## src/rtl/multicycle_ctrl.sv

```systemverilog
// multicycle_ctrl: Moore control FSM for a five-step multicycle RISC-V-style
// datapath. The sequence is IF -> ID -> EX -> MEM -> WB -> IF.
// Decode is captured on the ID->EX edge. From EX to WB the outputs are driven
// only from that captured decode, so the instruction word can change as soon
// as WB retires.
// Optional build macro: ILLEGAL_TRAP_EN. When it is defined, an unsupported
// opcode traps into HALT from EX, and only rst leaves HALT. When it is not
// defined, an unsupported opcode runs as a NOP and still pulses load_pc in WB.

module multicycle_ctrl #(
  parameter int STATE_W = 3
) (
  input  logic               clk,
  input  logic               rst,
  input  logic [31:0]        instr,
  input  logic               zero,
  output logic [3:0]         alu_op,
  output logic               alu_src,
  output logic               mem_read,
  output logic               mem_write,
  output logic               reg_write,
  output logic               mem_to_reg,
  output logic               load_pc,
  output logic               pc_src,
  output logic [STATE_W-1:0] state,
  output logic               illegal
);

  // FSM states; the numeric values are visible on the debug state port
  typedef enum logic [STATE_W-1:0] {
    S_IF   = STATE_W'(0),
    S_ID   = STATE_W'(1),
    S_EX   = STATE_W'(2),
    S_MEM  = STATE_W'(3),
    S_WB   = STATE_W'(4),
    S_HALT = STATE_W'(5)
  } state_t;

  // Supported major opcodes
  localparam logic [6:0] OP_RTYPE = 7'b0110011;
  localparam logic [6:0] OP_IALU  = 7'b0010011;
  localparam logic [6:0] OP_LOAD  = 7'b0000011;
  localparam logic [6:0] OP_STORE = 7'b0100011;
  localparam logic [6:0] OP_BEQ   = 7'b1100011;

  // ALU operation codes
  localparam logic [3:0] ALU_AND = 4'b0000;
  localparam logic [3:0] ALU_OR  = 4'b0001;
  localparam logic [3:0] ALU_ADD = 4'b0010;
  localparam logic [3:0] ALU_SUB = 4'b0110;
  localparam logic [3:0] ALU_LT  = 4'b0111;
  localparam logic [3:0] ALU_LSR = 4'b1000;
  localparam logic [3:0] ALU_LSL = 4'b1001;
  localparam logic [3:0] ALU_ASR = 4'b1010;
  localparam logic [3:0] ALU_XOR = 4'b1101;

  state_t r_state;
  state_t w_next;

  // Registered decode, loaded on the ID->EX edge
  logic [3:0] r_alu_op;
  logic       r_alu_src;
  logic       r_is_load;
  logic       r_is_store;
  logic       r_is_beq;
  logic       r_reg_wr;
  logic       r_illegal;
  // Branch-taken flag, loaded on the EX->MEM edge
  logic       r_taken;

  // Combinational decode of the instruction word
  logic [6:0] w_opcode;
  logic [2:0] w_funct3;
  logic       w_funct7b5;
  logic [3:0] w_dec_alu_op;
  logic       w_dec_alu_src;
  logic       w_dec_load;
  logic       w_dec_store;
  logic       w_dec_beq;
  logic       w_dec_reg_wr;
  logic       w_dec_illegal;
  logic       w_exec_phase;
  logic       w_unused;

  assign w_opcode   = instr[6:0];
  assign w_funct3   = instr[14:12];
  assign w_funct7b5 = instr[30];

  // Operand, register and immediate fields belong to the datapath only
  assign w_unused = ^{instr[31], instr[29:15], instr[11:7]};

  // funct3/funct7 to ALU operation for the R-type and I-ALU groups.
  // funct7[5] selects SUB only for R-type, because for I-ALU that bit is
  // immediate data. For shifts it selects ASR in both groups.
  function automatic logic [3:0] f_alu_fn(input logic [2:0] f3,
                                          input logic       f7b5,
                                          input logic       is_rtype);
    logic [3:0] v;
    case (f3)
      3'b000:  v = (is_rtype && f7b5) ? ALU_SUB : ALU_ADD;
      3'b001:  v = ALU_LSL;
      3'b010:  v = ALU_LT;
      3'b100:  v = ALU_XOR;
      3'b101:  v = f7b5 ? ALU_ASR : ALU_LSR;
      3'b110:  v = ALU_OR;
      3'b111:  v = ALU_AND;
      default: v = ALU_ADD;   // funct3=011 has no dedicated ALU op here
    endcase
    return v;
  endfunction

  // Instruction decode: controls for the current instr word
  always_comb begin
    w_dec_alu_op  = '0;
    w_dec_alu_src = 1'b0;
    w_dec_load    = 1'b0;
    w_dec_store   = 1'b0;
    w_dec_beq     = 1'b0;
    w_dec_reg_wr  = 1'b0;
    w_dec_illegal = 1'b0;
    case (w_opcode)
      OP_RTYPE: begin
        w_dec_alu_op = f_alu_fn(w_funct3, w_funct7b5, 1'b1);
        w_dec_reg_wr = 1'b1;
      end
      OP_IALU: begin
        w_dec_alu_op  = f_alu_fn(w_funct3, w_funct7b5, 1'b0);
        w_dec_alu_src = 1'b1;
        w_dec_reg_wr  = 1'b1;
      end
      OP_LOAD: begin
        w_dec_alu_op  = ALU_ADD;
        w_dec_alu_src = 1'b1;
        w_dec_load    = 1'b1;
        w_dec_reg_wr  = 1'b1;
      end
      OP_STORE: begin
        w_dec_alu_op  = ALU_ADD;
        w_dec_alu_src = 1'b1;
        w_dec_store   = 1'b1;
      end
      OP_BEQ: begin
        w_dec_alu_op = ALU_SUB;
        w_dec_beq    = 1'b1;
      end
      default: begin
        w_dec_illegal = 1'b1;
      end
    endcase
  end

  // Capture the decode on the ID->EX edge. Reset clears the capture so a
  // discarded instruction leaves nothing behind.
  always_ff @(posedge clk) begin
    if (rst) begin
      r_alu_op   <= '0;
      r_alu_src  <= 1'b0;
      r_is_load  <= 1'b0;
      r_is_store <= 1'b0;
      r_is_beq   <= 1'b0;
      r_reg_wr   <= 1'b0;
      r_illegal  <= 1'b0;
    end else if (r_state == S_ID) begin
      r_alu_op   <= w_dec_alu_op;
      r_alu_src  <= w_dec_alu_src;
      r_is_load  <= w_dec_load;
      r_is_store <= w_dec_store;
      r_is_beq   <= w_dec_beq;
      r_reg_wr   <= w_dec_reg_wr;
      r_illegal  <= w_dec_illegal;
    end
  end

  // Latch the branch decision from the ALU zero flag on the EX->MEM edge
  always_ff @(posedge clk) begin
    if (rst) begin
      r_taken <= 1'b0;
    end else if (r_state == S_EX) begin
      r_taken <= r_is_beq & zero;
    end
  end

  // State register; reset forces IF from any state, including HALT
  always_ff @(posedge clk) begin
    if (rst) begin
      r_state <= S_IF;
    end else begin
      r_state <= w_next;
    end
  end

  // Next-state logic: fixed five-step walk, with an optional trap out of EX
  always_comb begin
    w_next = S_IF;
    case (r_state)
      S_IF:  w_next = S_ID;
      S_ID:  w_next = S_EX;
      S_EX: begin
`ifdef ILLEGAL_TRAP_EN
        w_next = r_illegal ? S_HALT : S_MEM;
`else
        w_next = S_MEM;
`endif
      end
      S_MEM: w_next = S_WB;
      S_WB:  w_next = S_IF;
      S_HALT: begin
`ifdef ILLEGAL_TRAP_EN
        w_next = S_HALT;
`else
        w_next = S_IF;
`endif
      end
      default: w_next = S_IF;
    endcase
  end

  assign w_exec_phase = (r_state == S_EX) || (r_state == S_MEM) || (r_state == S_WB);

  // Moore outputs: built from the state and the captured decode only
  always_comb begin
    alu_op     = '0;
    alu_src    = 1'b0;
    mem_read   = 1'b0;
    mem_write  = 1'b0;
    reg_write  = 1'b0;
    mem_to_reg = 1'b0;
    load_pc    = 1'b0;
    pc_src     = 1'b0;
    illegal    = 1'b0;
    if (w_exec_phase) begin
      alu_op  = r_alu_op;
      alu_src = r_alu_src;
      illegal = r_illegal;
    end
    case (r_state)
      S_MEM: begin
        mem_read  = r_is_load;
        mem_write = r_is_store;
      end
      S_WB: begin
        reg_write  = r_reg_wr;
        mem_to_reg = r_is_load;
        load_pc    = 1'b1;
        pc_src     = r_taken;
      end
      S_HALT: begin
        illegal = 1'b1;
      end
      default: ;
    endcase
  end

  assign state = r_state;

endmodule

```

## config.mk

```make
export PLATFORM = sky130hd
export DESIGN_NAME = multicycle_ctrl
export DESIGN_NICKNAME = d
export VERILOG_FILES = /design/src/rtl/multicycle_ctrl.sv
export SDC_FILE = /design/constraint.sdc
export NUM_CORES = 1
export LEC_CHECK = 0
export ABC_AREA = 1
export CORE_UTILIZATION = 38
export DETAILED_ROUTE_END_ITERATION = 8
export HOLD_SLACK_MARGIN = 0.06
export PLACE_DENSITY = 0.95
export SYNTH_ARGS = -nofsm -noshare
export SYNTH_HDL_FRONTEND = slang
export SYNTH_SLANG_ARGS = --single-unit
export TNS_END_PERCENT = 1
```

## constraint.sdc

```tcl
create_clock -name clk -period 1.7 [get_ports clk]
set_input_delay 0.425 -clock clk [delete_from_list [all_inputs] [get_ports clk]]
set_output_delay 0.425 -clock clk [all_outputs]
set_load 0.01 [all_outputs]
```

==> results by group, run 1 <==
STA
  – Fmax achieved: 606.1 MHz
  – Total Neg Setup Slack: 0 ps
  – Share of the clock period used by the worst path after layout: 0.9705
  – Crit path time final: between 1500 and 2000 ps
  – Post-Route Skew: 5.860 ps
  – Number of setup violations in the final report: 0
  – Final-report hold violation count: 0
  – Unrepaired setup endpoints after global routing: yes
  – Tightest Pin Transition: 503.9 ps
  – Relative slew slack: 0.6630
  – Number of slew-limit violations in the final report: 0

Synth
  – Ys flop type: sky130_fd_sc_hd__dfxtp_1
  – Cell type with the highest aggregate area in the netlist: sky130_fd_sc_hd__dfxtp_1
  – Synthesized flop and latch total: 14
  – Synth warnings: 0
  – Synthesized-area fraction occupied by ao, oa, aoi and oai cells: 0.1516
  – Post-synthesis net count: about 160
  – Fraction of the yosys area taken by sequential cells: 0.3690
  – Post-Synth Simple-Gate Area: 0.3493
  – Adder and majority cell fraction of the synthesized area: 0
  – Synthesized instance count: 123
  – Area share of xor/xnor cells in the synthesized design: 0
  – Main combinational cell family by area after synthesis: simple AND/OR/NAND/NOR gates
  – Cells taking the most area after synthesis: sky130_fd_sc_hd__dfxtp_1 (37%), sky130_fd_sc_hd__nand2_1 (13%), sky130_fd_sc_hd__inv_1 (10%)
  – Library cell with the highest instance count after synthesis: sky130_fd_sc_hd__nand2_1
  – Share of the synthesized area in the top cell type: 0.3690
  – Netlist Area Pre-Place: 759.5 um^2
  – Synth top cells by count: sky130_fd_sc_hd__nand2_1 (26), sky130_fd_sc_hd__inv_1 (21), sky130_fd_sc_hd__nor2_1 (20)
  – Post-synth cell types: 17
  – Number of enable flip-flop cells after synthesis: 0
  – Post-Synthesis Mean Instance Area: 6.175 um^2
  – Mux share of post-synthesis cell area: 0
  – Ys async rst share: 0

CTS
  – Clock transition at the register clock pins on the worst setup and hold paths after CTS: 80 ps
  – Number of H-tree branching levels: 1
  – Deepest clock path buffer count: 2
  – Total CTS buffers: 3
  – Clk sink count: 14
  – Root buffer cell: sky130_fd_sc_hd__clkbuf_4
  – Number of buffers inserted by post-CTS setup repair: 0
  – Worst skew pair latency: 280 ps
  – Number of buffers inserted for hold repair after clock tree synthesis: 0
  – CTS tree: done

Pwr
  – Leakage dissipation: 0.5108 nW
  – Switching power of the nets: about 0.20 mW
  – Fraction of power consumed by sequential logic: 0.469
  – Total power divided by cell area: ~650 mW/mm^2
  – Internal power component: 0.5418 mW
  – Sw Share: 0.2671
  – Worst voltage drop across the vdd grid: 0.3316 mV
  – Clock Power Share: 0.323
  – Combinational share of power: 0.207

Die
  – Floorplan Core Area: 0.001802 mm^2
  – Die height: 46.71 um
  – I/O pin count: 50
  – Die ar.: 0.002181 mm^2
  – Die X: roughly 47 um
  – Effective utilization at floorplan: 0.4215
  – Site row count: 15

Min path
  – HP Class: flop to flop
  – Startpoint of the lowest-slack hold path: r_alu_op[3]
  – Number of stages on the worst hold path: 2

Cells and area
  – Layout filler cell count: roughly 190
  – Final antenna diode count: 0
  – Area used by sequential logic in the layout: between 200 and 300 um^2
  – Number of nets in the final layout: 198
  – Area of the multi-input gates: 395.4 um^2
  – Proportion of layout cells with a drive suffix above 1: 0.2284
  – Area growth from synthesis to layout: 48.93%
  – Non-filler instance count after layout: ~190
  – Layout Cell Area excl Fill: 0.001131 mm^2

Route
  – Detailed Route Iter0 Violations: 11
  – Count of vias placed by the detailed router: 911
  – Vias per std cell: 4.872
  – Average detailed-routed wire length per instance: 10.65 um
  – DRC violations left: 0
  – Detail Route Antenna Nets: 0
  – First-pass iteration count of the detailed router: 4
  – Routed WL: around 2.0 mm

Critical path
  – Beginning of the critical path: state[1]
  – Critical-path maximum fanout: 5
  – Element type at the critical path start: flop
  – Cell breakdown of the critical path: inv_4 > nand3_2 > o21ai_2 > inv_2 > nor2_1 > buf_2
  – Kind of critical path: flop to output pin
  – Number of buffer and inverter stages on the critical path: 3
  – Reg-to-reg startpoint: state[2]
  – Data arrival time of the critical path: 1220 ps
  – Nature of the critical path endpoint: output pin
  – Required time worst endpoint: ~1300 ps
  – Worst Reg2Reg Path Length in Cells: 6
  – Number of stages on the worst setup path: 6
  – Largest delay contributor family on the critical path: flip-flops
  – Library cell contributing the largest single delay on the critical path: sky130_fd_sc_hd__dfxtp_2
  – Crit-path max cell delay: roughly 340 ps

GRT
  – All-Layer GR Usage: 0.2097
  – Number of antenna violations at the first check in global routing: 0
  – Vias in the first global route: 852
  – Largest net degree at the start of global routing: 15
  – First-pass GRT wire length: 3.256 mm
  – Grt total ovfl: 0

Outcome
  – Result of the run: finished clean

Place
  – Cell Area, Placed: between 0.001 and 0.0015 mm^2
  – Detailed placer's ending HPWL: 1.563 mm
  – Global placer's final weighted congestion: 0.8383
  – Number of port buffers: 28
  – Cell count after placement: around 180

Job
  – Max-capacitance violation count: 0
==> registers in the layout (all words and copies together), names as in the netlist <==
name	count
r_taken	1
r_alu_op	4
r_reg_wr	1
r_illegal	1
r_is_store	1
r_is_beq	1
r_is_load	1
r_alu_src	1
state	3
==> path summary, 6_finish.rpt <==
path | to | slack [ps]
setup reg to reg | r_alu_op[0] | 340
hold reg to reg | r_alu_op[3] | 470
hold / removal | r_alu_op[3] | 470
setup / recovery | alu_src | 50
==> layout make-up <==
| type | count | area share |
|---|---|---|
| repair buffers | 37 | 0.2566 |
| multi-input cells | 83 | 0.3496 |
| clock buffers | 4 | 0.03208 |
| flip-flops and latches | 14 | 0.2522 |
| inverters | 24 | 0.08186 |
| well taps | 25 | 0.02765 |
==> power groups by stage <==
stage	combinational [mW]	sequential, mW	clock (mW)
finish	0.153	0.347	0.239
CTS	0.152	0.345	0.242
global route	0.170	0.348	0.254
floorplan	0.0660	0.356	0
global placement	0.146	0.353	0
detailed placement	0.152	0.353	0
==> what timing repair did <==
action | 4_1_cts | 5_1_grt
cloned | 0 | 0
resized for setup | 37 | 16
endpoints found under the setup margin | 14 | 11
==> stage by stage <==
step,util,worst slack [ps],power [mW],hold WS [ps]
after detailed placement,0.6271,-140.0,0.5050,454.6
after global placement,0.6271,-67.88,0.4984,452.2
after global routing,0.6278,-35.57,0.7726,502.3
after floorplan,-,275.8,0.4224,434.0
final,0.6278,50.21,0.7393,465.1
after CTS,0.6486,-6.488,0.7384,466.9
==> cells by family after synthesis <==
group,Yosys count
DFF,14
buffers and inverters,26
and+or+nand+nor,61
AOI/OAI and AO/OA,22
==> routing by layer <==
metal  global-route usage  vias up  share of wire
met5                    0        -              0
met4              0.08571        0          0.015
met3              0.02353        5          0.054
met2               0.4194       33           0.55
met1               0.2146      408           0.38
li1                     -      465              -
==> cells in the final DEF (no fill, tap or decap), drive strengths merged <==
cell type      netlist  routed
clkdlybuf4s15        0       1
clkbuf               1       9
nor2                20      20
clkdlybuf4s50        0      14
inv                 24      24
nand4                1       1
nor3                 3       3
o21ai                7       7
buf                  1      15
nand2               26      26
dlygate4sd2          0       2
a211oi               1       1
a21oi               13      13
dfxtp               14      14
nand3               11      11
o211ai               1       1
==> worst min-delay path, cell delays in order, from the launching register on <==
cell and delay, ps:
sky130_fd_sc_hd__dfxtp_1 310, sky130_fd_sc_hd__nand2_1 60, sky130_fd_sc_hd__a21oi_1 50
Note: power is estimated with default switching activity, not from simulation.
==> run 2, diff against run 1 <==
--- a/config.mk
+++ b/config.mk
@@ -6,6 +6,7 @@
 export NUM_CORES = 1
 export LEC_CHECK = 0
 export ABC_AREA = 1
+export ABC_CLOCK_PERIOD_IN_PS = 1700
 export CORE_UTILIZATION = 38
 export DETAILED_ROUTE_END_ITERATION = 8
 export HOLD_SLACK_MARGIN = 0.06
==> results of run 2 <==
No change in the layout: final DEF, timing and power equal those of run 1.
==> run 3, diff against run 2 <==
--- a/config.mk
+++ b/config.mk
@@ -7,6 +7,7 @@
 export LEC_CHECK = 0
 export ABC_AREA = 1
 export ABC_CLOCK_PERIOD_IN_PS = 1700
+export CORE_MARGIN = 10
 export CORE_UTILIZATION = 38
 export DETAILED_ROUTE_END_ITERATION = 8
 export HOLD_SLACK_MARGIN = 0.06
==> run 3 against run 2 <==
  * The flow now finishes with violations (negative setup slack)
  * Critical path type unchanged
  * Clock power about the same
  * Clock-buffer cell count unchanged
  * Largest power group unchanged
  * Routed wire length increased by 6.0%
  * First-iteration DRC count increased to 2.5 times the previous value
  * Largest cell class unchanged
  * Critical endpoint is now mem_read
  * Core utilization decreased by 3.9 points
==> results by group, run 3 (synthesis gave the netlist of run 1 again) <==
Critical path
  – Critical-path maximum fanout: 4 (-1)
  – R2r setup slk: 270 ps (-70 ps)
  – Kind of critical path: flop to output pin
  – Beginning of the critical path: state[2]
  – Element type at the critical path start: flop
  – End of the worst register-to-register path: r_reg_wr
  – Reg-to-reg startpoint: state[2]
  – Nature of the critical path endpoint: output pin
  – Data arrival time of the critical path: 1280 ps (+60 ps)
  – Required time worst endpoint: 1270 ps (about the same)
  – Worst Reg2Reg Path Length in Cells: 6 (unchanged)

Min path
  – Endpoint of the worst hold path: r_alu_op[3]
  – Number of stages on the worst hold path: 2 (unchanged)
  – HP Class: flop to flop
  – Startpoint of the lowest-slack hold path: r_alu_op[3]

Place
  – Global placer's final weighted congestion: 0.8753 (+4.4%)
  – Detailed placer's ending HPWL: 1.665 mm (+6.6%)
  – Number of port buffers: 28 (unchanged)
  – Setup Slack @ Placement: -103.3 ps (+36.71 ps)
  – Cell count after placement: 184 (+0.55%)

STA
  – Relative slew slack: 0.6600 (-0.002965)
  – Fmax achieved: 586.5 MHz (-3.2%)
  – Unrepaired setup endpoints after global routing: yes
  – Crit path time final: 1705 ps (+55.18 ps)
  – Post-Route Skew: 3.807 ps (-2.052 ps)
  – Worst Slack Setup Final: -4.970 ps (-55.18 ps)
  – Final-report hold violation count: 0 (unchanged)
  – Tightest Pin Transition: 508.4 ps (+4.433 ps)
  – Number of setup violations in the final report: 1 (+1)
  – Share of the clock period used by the worst path after layout: 1.003 (+0.03246)
  – Number of slew-limit violations in the final report: 0 (unchanged)

Outcome
  – Result of the run: finished with violations
  – Violations in the final reports: negative setup slack

GRT
  – First-pass GRT wire length: 3.815 mm (+17%)
  – Grt total ovfl: 0 (unchanged)
  – Vias in the first global route: 946 (+11%)
  – Number of antenna violations at the first check in global routing: 0 (unchanged)
  – All-Layer GR Usage: 0.1052 (-0.1045)
  – Largest net degree at the start of global routing: 15 (unchanged)

CTS
  – Root buffer cell: sky130_fd_sc_hd__clkbuf_4
  – Deepest clock path buffer count: 2 (unchanged)
  – Number of buffers inserted by post-CTS setup repair: 0 (unchanged)
  – Clock transition at the register clock pins on the worst setup and hold paths after CTS: 90 ps (about the same)
  – Total CTS buffers: 3 (unchanged)
  – Worst skew pair latency: 280 ps (about the same)
  – Clk sink count: 14 (unchanged)
  – Number of H-tree branching levels: 1 (unchanged)
  – CTS tree: done

Cells and area
  – Proportion of layout cells with a drive suffix above 1: 0.2298 (+0.001419)
  – Largest register FFs: 4 (unchanged)
  – Area growth from synthesis to layout: 49.09%
  – Top library cells by usage in the layout, fill and taps aside: sky130_fd_sc_hd__nand2_1 (25), sky130_fd_sc_hd__inv_1 (20), sky130_fd_sc_hd__nor2_1 (19)
  – Area of the multi-input gates: 402.9 um^2 (+1.9%)
  – Layout filler cell count: 179 (-4.3%)
  – Register with the most flip-flops: r_alu_op
  – Most common cell after layout, fill and taps aside: sky130_fd_sc_hd__nand2_1
  – Number of nets in the final layout: 197 (-0.51%)
  – Area used by sequential logic in the layout: 282.8 um^2 (-0.88%)
  – Non-filler instance count after layout: 188 (+0.53%)
  – Final antenna diode count: 0 (unchanged)

Die
  – Die height: 64.71 um (+39%)
  – Site row count: 16 (+1)
  – Die X: 64.71 um (+39%)
  – Floorplan Core Area: 0.001922 mm^2 (+6.7%)
  – Effective utilization at floorplan: 0.3952 (-0.02635)
  – Die ar.: 0.004187 mm^2 (+92%)
  – I/O pin count: 50 (unchanged)

Pwr
  – Worst voltage drop across the vdd grid: 0.3722 mV (+12%)
  – Total design power: 0.7347 mW (-0.62%)
  – Leakage dissipation: 0.5061 nW (-0.93%)
  – Total power divided by cell area: 648.9 mW/mm^2 (-0.73%)

Route
  – Detailed Route Iter0 Violations: 28 (+17)
  – First-pass iteration count of the detailed router: 4 (unchanged)
  – Average detailed-routed wire length per instance: 11.22 um (+5.4%)
  – Detail Route Antenna Nets: 0 (unchanged)
  – Count of vias placed by the detailed router: 899 (-1.3%)
  – DRC violations left: 0 (unchanged)
  – Vias per std cell: 4.782 (-1.8%)
  – Routed WL: 2.110 mm (+6.0%)

Job
  – Max-capacitance violation count: 0 (unchanged)
## run 3: changes by cell type in the layout (fill, tap and decap cells not counted), sizes merged
cell    previous run  this run
buf               15        12
clkbuf             9        11
## run 3: area by class of cell
cell class / instances / share of cell area
clock buffers: 4 / 0.03204
inverters: 24 / 0.08177
multi-input cells: 83 / 0.3558
flip-flops and latches: 14 / 0.2497
well taps: 27 / 0.02983
repair buffers: 36 / 0.2508
## run 3: how the worst max path moves through the flow
stage | slack, ps | depth (start not counted) | end
after floorplan | 280 | 4 | alu_op[0]
after global placement | -90 | 6 | alu_op[1]
after detailed placement | -100 | 6 | alu_op[3]
after CTS | -80 | 5 | mem_write
after global routing | -50 | 5 | mem_read
final | -5 | 5 | mem_read
## run 3: worst max-delay path, cell delays in order, from the launching register on
cell	delay (ps)
sky130_fd_sc_hd__dfxtp_2	350
sky130_fd_sc_hd__buf_4	150
sky130_fd_sc_hd__nor2_4	120
sky130_fd_sc_hd__nand2_2	70
sky130_fd_sc_hd__nor2_1	90
sky130_fd_sc_hd__clkdlybuf4s15_2	230
## run 3: repair_timing
item	CTS	global route
cloned	0	0
hold buffers	0	0
resized for setup	30	22
setup endpoints to repair	14	11
pin swaps	0	1
## run 3: per-layer routing
metal / routed length, um / global-route usage / part of all wire / vias to the layer above
met2: 1100 / 0.1884 / 0.52 / 31
met3: 133 / 0.02234 / 0.063 / 4
met4: 27 / 0.04813 / 0.013 / 0
li1: - / - / - / 463
met1: 849 / 0.1155 / 0.40 / 401
met5: 0 / 0 / 0 / -
## run 3: report_power, final
group	leakage (nW)	switching, mW	internal (mW)
combinational	0.370	0.0814	0.0690
sequential	0.115	0.00681	0.340
clock	0.0210	0.107	0.130
## run 3: per-stage QoR
| stage | utilization | TNS (ps) | cell area (um^2) | hold WS (ps) |
|---|---|---|---|---|
| 2_1_floorplan | - | 0 | 759.5 | 434.0 |
| 3_3_place_gp | 0.5853 | -486.8 | 1125 | 451.6 |
| 3_5_place_dp | 0.5853 | -708.0 | 1125 | 456.1 |
| 4_1_cts | 0.6022 | -593.1 | 1157 | 471.0 |
| 5_1_grt | 0.5892 | -92.04 | 1132 | 497.3 |
| 6_report | 0.5892 | -4.970 | 1132 | 473.1 |
